File: src/rtl/flag_pkg.sv
// flag_pkg: shared opcode classification for the condition-flag path.
//   - OP_BR_PREFIX / OP_SHIFT_PREFIX : opcode[4:2] class prefixes
//   - BRZ/BRNZ/BRC/BRNC              : the four flag-reading branch opcodes
//   - is_wr(op)                       : opcode updates C/Z
//   - is_br(op)                       : opcode reads C/Z in ID
package flag_pkg;

  localparam int unsigned OPCODE_W = 5;

  localparam logic [2:0] OP_BR_PREFIX    = 3'b101;
  localparam logic [2:0] OP_SHIFT_PREFIX = 3'b110;

  localparam logic [OPCODE_W-1:0] BRZ  = 5'b10100;
  localparam logic [OPCODE_W-1:0] BRNZ = 5'b10101;
  localparam logic [OPCODE_W-1:0] BRC  = 5'b10110;
  localparam logic [OPCODE_W-1:0] BRNC = 5'b10111;

  // ALU ops (0xxxx) and shifts (110xx) write flags; memory, branch, jump
  // (10xxx) and 111xx leave them alone.
  function automatic logic is_wr(input logic [OPCODE_W-1:0] op);
    return (op[4] == 1'b0) || (op[4:2] == OP_SHIFT_PREFIX);
  endfunction

  function automatic logic is_br(input logic [OPCODE_W-1:0] op);
    return (op[4:2] == OP_BR_PREFIX);
  endfunction

endpackage

File: src/rtl/flag_pipe_reg.sv
// flag_pipe_reg: MEM-stage holding register for a pending flag update.
// Ports:
//   clk, rst           : clock, asynchronous active-high reset
//   freeze_i           : hold all state this cycle
//   wr_i, c_i, z_i     : EX-stage write-enable and new flag values
//   wr_o, c_o, z_o     : registered MEM-stage copy
module flag_pipe_reg
  import flag_pkg::*;
(
  input  logic clk,
  input  logic rst,
  input  logic freeze_i,
  input  logic wr_i,
  input  logic c_i,
  input  logic z_i,
  output logic wr_o,
  output logic c_o,
  output logic z_o
);

  logic wr_q, c_q, z_q;

  always_ff @(posedge clk or posedge rst) begin
    if (rst) begin
      wr_q <= 1'b0;
      c_q  <= 1'b0;
      z_q  <= 1'b0;
    end else if (!freeze_i) begin
      wr_q <= wr_i;
      c_q  <= c_i;
      z_q  <= z_i;
    end
  end

  assign wr_o = wr_q;
  assign c_o  = c_q;
  assign z_o  = z_q;

endmodule

File: src/rtl/flag_unit.sv
// flag_unit: produces Carry/Zero from the EX-stage ALU result, holds the
// architectural C/Z registers and presents a flag view to the ID branch
// checker, stalling ID when a branch would read a flag still in flight.
// Parameters:
//   DATA_W       : ALU result width used for the Zero test
//   COMMIT_STAGE : 1 = commit at end of EX, 2 = commit at end of MEM
//   FWD_EN       : 1 = bypass pending flags to ID, 0 = stall ID instead
// Ports:
//   clk, rst                       : clock, asynchronous active-high reset
//   ex_valid, ex_opCode, ex_result : EX instruction, opcode, ALU result
//   ex_cout, ex_flush              : ALU carry-out, kill EX instruction
//   freeze                         : global pipeline hold
//   id_opCode                      : opcode of the instruction in ID
//   Cout, Zout                     : flag view for branch logic
//   flag_stall                     : ID branch must stall
//   C_q, Z_q                       : architectural carry / zero registers
module flag_unit
  import flag_pkg::*;
#(
  parameter int DATA_W       = 8,
  parameter int COMMIT_STAGE = 1,
  parameter int FWD_EN       = 1
) (
  input  logic              clk,
  input  logic              rst,
  input  logic              ex_valid,
  input  logic [4:0]        ex_opCode,
  input  logic [DATA_W-1:0] ex_result,
  input  logic              ex_cout,
  input  logic              ex_flush,
  input  logic              freeze,
  input  logic [4:0]        id_opCode,
  output logic              Cout,
  output logic              Zout,
  output logic              flag_stall,
  output logic              C_q,
  output logic              Z_q
);

  // EX-stage flag source
  logic ex_wr, new_c, new_z;

  assign ex_wr = ex_valid & ~ex_flush & is_wr(ex_opCode);
  assign new_z = (ex_result == '0);
  assign new_c = ex_cout;

  // Optional MEM stage; tied off to "nothing pending" when commit is in EX.
  logic mem_wr, mem_c, mem_z;

  generate
    if (COMMIT_STAGE == 2) begin : g_mem
      flag_pipe_reg u_mem (
        .clk      (clk),
        .rst      (rst),
        .freeze_i (freeze),
        .wr_i     (ex_wr),
        .c_i      (new_c),
        .z_i      (new_z),
        .wr_o     (mem_wr),
        .c_o      (mem_c),
        .z_o      (mem_z)
      );
    end else begin : g_no_mem
      assign mem_wr = 1'b0;
      assign mem_c  = 1'b0;
      assign mem_z  = 1'b0;
    end
  endgenerate

  // Architectural register next state. freeze blocks every update,
  // including a MEM commit, so nothing is lost while held.
  logic c_d, z_d;

  always_comb begin
    c_d = C_q;
    z_d = Z_q;
    if (!freeze) begin
      if (COMMIT_STAGE == 2) begin
        if (mem_wr) begin
          c_d = mem_c;
          z_d = mem_z;
        end
      end else if (ex_wr) begin
        c_d = new_c;
        z_d = new_z;
      end
    end
  end

  always_ff @(posedge clk or posedge rst) begin
    if (rst) begin
      C_q <= 1'b0;
      Z_q <= 1'b0;
    end else begin
      C_q <= c_d;
      Z_q <= z_d;
    end
  end

  // Without bypass, a branch in ID must wait while any writer is in flight.
  logic stall_raw;
  assign stall_raw = is_br(id_opCode) & (ex_wr | mem_wr);

  // Flag view: youngest in-flight writer wins (EX over MEM over arch).
  always_comb begin
    Cout       = C_q;
    Zout       = Z_q;
    flag_stall = 1'b0;
    if (FWD_EN != 0) begin
      if (ex_wr) begin
        Cout = new_c;
        Zout = new_z;
      end else if (mem_wr) begin
        Cout = mem_c;
        Zout = mem_z;
      end
    end else begin
      flag_stall = stall_raw;
    end
  end

endmodule
File: config.mk
export PLATFORM = sky130hd
export DESIGN_NAME = flag_unit
export DESIGN_NICKNAME = d
export VERILOG_FILES = /design/src/rtl/flag_pkg.sv /design/src/rtl/flag_pipe_reg.sv /design/src/rtl/flag_unit.sv
export SDC_FILE = /design/constraint.sdc
export NUM_CORES = 1
export LEC_CHECK = 0
export CORE_AREA = 2 2 39 41
export CTS_CLUSTER_SIZE = 10
export DETAILED_ROUTE_END_ITERATION = 6
export DIE_AREA = 0 0 41 43
export PLACE_DENSITY = 0.55
export SLEW_MARGIN = 15
export SYNTH_ARGS = -nofsm -noshare
export SYNTH_HDL_FRONTEND = slang
export SYNTH_SLANG_ARGS = --single-unit
File: constraint.sdc
create_clock -name clk -period 3.32 [get_ports clk]
set_clock_uncertainty 0.1 [all_clocks]
set_input_delay 0.664 -clock clk [delete_from_list [all_inputs] [get_ports clk]]
set_output_delay 0.664 -clock clk [all_outputs]
set_load 0.02 [all_outputs]
# Word-level counts from Yosys, hierarchy flattened
# Cells that the tools add are included.
# totals
ff_bits	2
in_bits	24
word_cells	11
# classes
eq_ne	1
mux	2
bitwise	4
n_reduce_logical	2
# op_table
op	n
8-bit logical NOT	1
3-bit equality test, second input constant	1
1-bit bitwise AND	2
1-bit two-way mux	2
1-bit NOT	2
1-bit logical OR	1

# Longest topological paths before layout
# Gate-level depths: netlist of the first run.
# logic_depth
depth_word	4
ltp_mapped	3
mapped_depth_nobuf	3

# Least setup slack after synthesis of the first run
# OpenSTA, ideal clock, no wires.
# synth_path
path_type	input -> output
startpoint	input port ex_result[5]
endpoint	output port Zout
arrival_time_ns	1.530
slack_ns	1.026
cell_stages	3
path_cell_list	or4_1 nor2_1 mux2_1
# synth_via
elab_chain_len	2
# synth_rtl
item	line_no	text
from (decl)	flag_unit.sv:28	input logic [DATA_W-1:0] ex_result,
8-bit logical NOT	flag_unit.sv:44	assign new_z = (ex_result == '0);
1-bit two-way mux	--	
to (decl)	flag_unit.sv:34	output logic Zout,
# No other way between the ends.

# Worst setup path in the final report of the first run
# layout_path
startpoint	input port ex_opCode[2]
endpoint	output port Cout
# layout_via
elab_chain_len	4
# layout_rtl
item	line_no	text
from (decl)	flag_unit.sv:27	input logic [4:0] ex_opCode,
3-bit equality test	flag_pkg.sv:21	return (op[4] == 1'b0) || (op[4:2] == OP_SHIFT_PREFIX);
1-bit logical OR	flag_pkg.sv:21	
1-bit bitwise AND	flag_unit.sv:43	assign ex_wr = ex_valid & ~ex_flush & is_wr(ex_opCode);
1-bit two-way mux	--	
to (decl)	flag_unit.sv:33	output logic Cout,
# No other way between the ends.

==> metrics.txt, run 1 <==
first-pass GRT wire length 765 um; Switching Fraction approximately a quarter; flop-to-flop setup slack 2.43 ns; CTS buffer count 3; GP Congestion between 0.5 and 0.6; Ant. Diodes 0; Register-to-Register Path Depth 1; vias in the first global route about 210; Period minus WS final 3.11 ns; DR top layer met3; drt first pass iters 1; VDD IR max 0.000144 V; post-synthesis register bit count 2; antenna violations before repair 0; Longest Clk Path Bufs 2; post-route design area 400 um^2; Slew Viols, Final 0; Power Total between 0.1 and 0.15 mW; HP Start C_q; DR vias 197; final hold vios 0; row count 14; final wirelength 492 um; Leak 0.177 nW; gr usage total 6.83%; worst path arrival time 2.34 ns; Non-Filler Instances 54; IO Count 29; setup_tns 0 ns; met3 WL around 68 um; PortBufs 20; final worst-path cycle share 93.6%; Routed wire per std cell 9.11 um; syn_area_per_cell 10.2 um^2; CTS tree yes; Yosys Warn Count 0; reg2reg start Z_q; drt drc 0; chip height around 43 um; pin count of the biggest net entering global routing 4; Req. time, crit path approximately 2.6 ns; NumNets Final 64; run status finished, final reports clean; Comb pwr share 36.3%; Synth top area share 30.8%; commonest non-fill, non-tap cells in the layout clkdlybuf4s50_1, mux2_1, clkbuf_4; Internal Power 0.0983 mW; die footprint around 1800 um^2; TritonCTS Sinks 2; DRT iter0 DRCs 0; Synthesized Nets 40; CTS H-tree depth 1; DP Worst Slack 0.0530 ns; clock transition at the registers of the reported paths around 0.030 ns; layout cell share with drive strength beyond 1 15.8%; DR WL met2 287 um; Cells after Synth 16; Post-Place Cells 51; Clock Latency Late Sink 0.22 ns; final-layout fill cell count 157; Worst Setup End Kind primary output; area of placed instances 375 um^2; critical path launch point type primary input; Final ANT Viol Nets 0; reg2reg end Z_q; hold path cells 1; global route total overflow 0; core area 1380 um^2; Area growth, synth to finish 146%; final worst slack 0.212 ns; Psw approximately 0.032 mW; Netlist cell types 12; path category of the worst min-delay check reg -> reg; cell taking the most area after synthesis dfrtp_1; Power per Cell Area 325 nW/um^2; hold path endpoint C_q; Starting Density 11.8%; largest cells by area after synthesis dfrtp_1, mux2_1, a211oi_2; Flop pwr share 22.4%; post-synthesis sequential area ratio 30.8%; power share of the clock group approximately 40%; critical path class in -> out; root buf cell clkbuf_4; unrepaired setup endpoints after global routing no; largest fanout on the critical path 2; Mapped Area about 160 um^2; WL met1 136 um; Avg Vias per Cell 3.65; max_cap viols 0; most common cell after layout, fill and taps aside clkdlybuf4s50_1; FMAX 322 MHz; Die Span X around 41 um; Finish-stage setup viols 0
## power by group through the flow
stage | Sequential, mW | Combinational (mW) | Clock, mW
after global routing | 0.0295 | 0.0512 | 0.0598
after detailed placement | 0.0295 | 0.0481 | 0
after floorplan | 0.0329 | 0.0142 | 0
after CTS | 0.0292 | 0.0481 | 0.0584
final | 0.0292 | 0.0473 | 0.0537
after global placement | 0.0294 | 0.0475 | 0
## logic make-up (layout without fill, tap and decap cells)
kind of cell / count (synthesis) / in the layout / share of synthesized area, %
AOI/OAI and AO/OA: 2 / 2 / 10.8
buffers and inverters: 2 / 24 / 6.92
DFF: 2 / 2 / 30.8
muxes: 4 / 4 / 27.7
other: 1 / 1 / 2.31
and+or+nand+nor: 5 / 5 / 21.5
## worst max-delay path: stages
cell,delay [ns]
clkdlybuf4s50_1,0.39
nand2b_1,0.16
a21oi_1,0.24
mux2_2,0.36
clkdlybuf4s50_1,0.54
## per-stage QoR
stage                     util, %  hold WS (ns)
final                        28.9         0.412
after global routing         28.9         0.448
after CTS                    28.8         0.420
after detailed placement     27.1         0.413
after global placement       27.1         0.405
after floorplan                 -         0.305
## how the worst max path moves through the flow
stage / to / startpoint / slack, ns / depth (start not counted)
6_report: Cout / ex_opCode[2] / 0.21 / 5
5_1_grt: Cout / ex_opCode[2] / 0.13 / 5
4_1_cts: Zout / ex_result[5] / 0.05 / 5
3_5_place_dp: Zout / ex_result[5] / 0.05 / 5
3_3_place_gp: Zout / ex_result[5] / 0.06 / 5
2_1_floorplan: Zout / ex_result[5] / 1.03 / 3
## state kept, by name, indices dropped and copies added (netlist names)
register,cells
C_q,1
Z_q,1
## area by class of cell
| class | instances | area (um^2) | area share [%] |
|---|---|---|---|
| Timing Repair Buffer | 20 | 203 | 50.6 |
| Multi-Input combinational cell | 12 | 101 | 25.3 |
| Sequential cell | 2 | 50.0 | 12.5 |
| Clock buffer | 3 | 22.5 | 5.62 |
| Tap cell | 16 | 20.0 | 5.00 |
| Inverter | 1 | 3.75 | 0.938 |
## metal layers
metal	track usage (%)	vias to the layer above
met1	4.82	90
met5	0	-
met3	2.09	0
met4	8.00	0
met2	11.6	8
li1	-	99
## cells in the mapped netlist, drive strengths merged
library cell / number
a21oi: 1
or4: 2
a211oi: 1
conb: 1
nor2: 1
nand2b: 2
mux2: 4
inv: 1
dfrtp: 2
buf: 1
## repair_timing
action | CTS | global route
setup endpoints to repair | 0 | 1
gates resized for setup | 0 | 1
endpoints found under the hold margin | 0 | 0
hold buffers | 0 | 0
setup buffers | 0 | 0
No activity file was read; power rests on OpenSTA's default activity.
==> run 2, diff against run 1 <==
- TNS_END_PERCENT: default -> 100
==> results of run 2 <==
Same layout as run 1: the final DEF is identical, and so are final timing and power.
==> run 3, diff against run 2 <==
- clock period: 3.32 -> 3.5 ns (I/O delays scaled with it)
==> run 3 against run 2 <==
Against the previous run: global-route usage did not move; worst setup slack got worse by 0.018 ns; cell count did not move; first-iteration DRC count is the same; critical path type unchanged; critical endpoint is now Zout; largest cell class unchanged; highest routed layer unchanged.
==> metrics.txt, run 3 (same netlist as run 1, synthesis figures left out) <==
run status finished, final reports clean; GP Congestion 0.580 (unchanged); Finished Core Util 28.8% (-0.18 points); Starting Density 11.8% (unchanged); Slew Viols, Final 0 (unchanged); reg2reg end Z_q; chip height 43 um (unchanged); DRT iter0 DRCs 0 (unchanged); TritonCTS Sinks 2 (unchanged); final worst-path cycle share between 90% and 100%; most common cell after layout, fill and taps aside clkdlybuf4s50_1; Flop pwr share 22.4% (about the same); IO Count 29 (unchanged); pin count of the biggest net entering global routing 4 (unchanged); final worst slack 0.195 ns (-0.0178 ns); row count 14 (unchanged); Longest Clk Path Bufs 2 (unchanged); vias in the first global route 211 (unchanged); unrepaired setup endpoints after global routing no; CTS buffer count 3 (unchanged); Psw 0.0302 mW (-5.1%); Worst Setup End Kind primary output; Die Span X 41 um (unchanged); M2 GR Usage 11.6% (unchanged); Post-CTS Resized 0 (unchanged); VDD IR max 0.000136 V (-5.1%); layout cell share with drive strength beyond 1 15.8% (unchanged); max_cap viols 0 (unchanged); clock transition at the registers of the reported paths 0.03 ns (about the same); CTS tree yes; commonest non-fill, non-tap cells in the layout clkdlybuf4s50_1, mux2_1, clkbuf_4; global route total overflow 0 (unchanged); Power per Cell Area 310 nW/um^2 (-4.5%); Ant. Diodes 0 (unchanged); Leak 0.158 nW (-11%); drt drc 0 (unchanged); critical path endpoint Zout; die footprint 1760 um^2 (unchanged); met3 Usage GRT 2.09% (unchanged); drt first pass iters 1 (unchanged); final hold vios 0 (unchanged); critical path launch point type primary input; Area growth, synth to finish 145%; worst path arrival time 2.51 ns (+0.17 ns); CTS Hold Bufs 0 (unchanged); Period minus WS final 3.31 ns; DR vias 197 (unchanged); antenna violations before repair 0 (unchanged); core area 1380 um^2 (unchanged); critical path class in -> out; reg2reg start Z_q; gr usage total 6.83% (unchanged); FMAX 303 MHz; met1 Usage GRT 4.82% (unchanged); Switching Fraction 24.5% (about the same); most used routing layer met2; Internal Power 0.0933 mW (-5.1%); Power Total 0.124 mW (-5.1%); Avg Vias per Cell 3.65 (unchanged); flop-to-flop setup slack 2.61 ns (+0.18 ns); Critical Path Start ex_result[5]; Setup Fix Bufs, Post-CTS 0 (unchanged); path category of the worst min-delay check reg -> reg; DP Worst Slack 0.161 ns (+0.108 ns); largest fanout on the critical path 2 (unchanged); top flop regs C_q: 1 flops, Z_q: 1 flops; PortBufs 20 (unchanged); NumNets Final 64 (unchanged); Finish-stage setup viols 0 (unchanged); Final ANT Viol Nets 0 (unchanged); Register-to-Register Path Depth 1 (unchanged); first-pass GRT wire length 765 um (unchanged); root buf cell clkbuf_4; power share of the clock group 41.2% (about the same); Comb pwr share 36.4% (about the same); Routed wire per std cell 9.07 um (-0.41%); Req. time, crit path 2.70 ns (+0.14 ns); final wirelength 490 um (-0.41%); setup_tns 0 ns (unchanged); CTS H-tree depth 1 (unchanged); Clock Latency Late Sink 0.22 ns (about the same)
==> run 3: changes by cell type in the layout (fill, tap and decap cells not counted) <==
cell,previous run,this run
clkdlybuf4s50_1,19,20
dlymetal6s2s_1,1,0
==> run 3: area by class of cell <==
class | instances | area, um^2
Clock buffer | 3 | 22.5
Fill cell | 156 | 986
Inverter | 1 | 3.75
Multi-Input combinational cell | 12 | 101
Sequential cell | 2 | 50.0
Tap cell | 16 | 20.0
Timing Repair Buffer | 20 | 200
==> run 3: metal layers <==
metal  routed length [um]  part of all wire (%)
met5                    0                     0
met4                    0                     0
met3                   68                    14
met2                  286                    58
met1                  135                    28
==> run 3: worst min-delay path by stage <==
stage,cells after the start,to,startpoint,slack [ns]
2_1_floorplan,1,C_q,rst,0.34
3_3_place_gp,1,C_q,C_q,0.41
3_5_place_dp,1,C_q,C_q,0.41
4_1_cts,1,C_q,C_q,0.42
5_1_grt,1,C_q,C_q,0.45
6_report,1,C_q,C_q,0.41
==> run 3: per-stage QoR <==
step	std cells	area (um^2)	hold WS (ns)
global placement	51	375	0.405
CTS	54	398	0.420
detailed placement	51	375	0.413
global route	54	398	0.448
finish	54	398	0.412
floorplan	16	163	0.341
==> run 3: critical path, stage by stage <==
cell,delay [ns]
clkdlybuf4s50_1,0.39
or4_1,0.51
nor2_1,0.16
mux2_1,0.15
clkdlybuf4s50_1,0.59
==> run 3: power groups by stage <==
stage / clock [mW] / sequential (mW) / combinational, mW
finish: 0.0509 / 0.0277 / 0.0449
global route: 0.0567 / 0.0280 / 0.0486
CTS: 0.0554 / 0.0277 / 0.0456
detailed placement: 0 / 0.0280 / 0.0456
global placement: 0 / 0.0279 / 0.0450
floorplan: 0 / 0.0312 / 0.0135
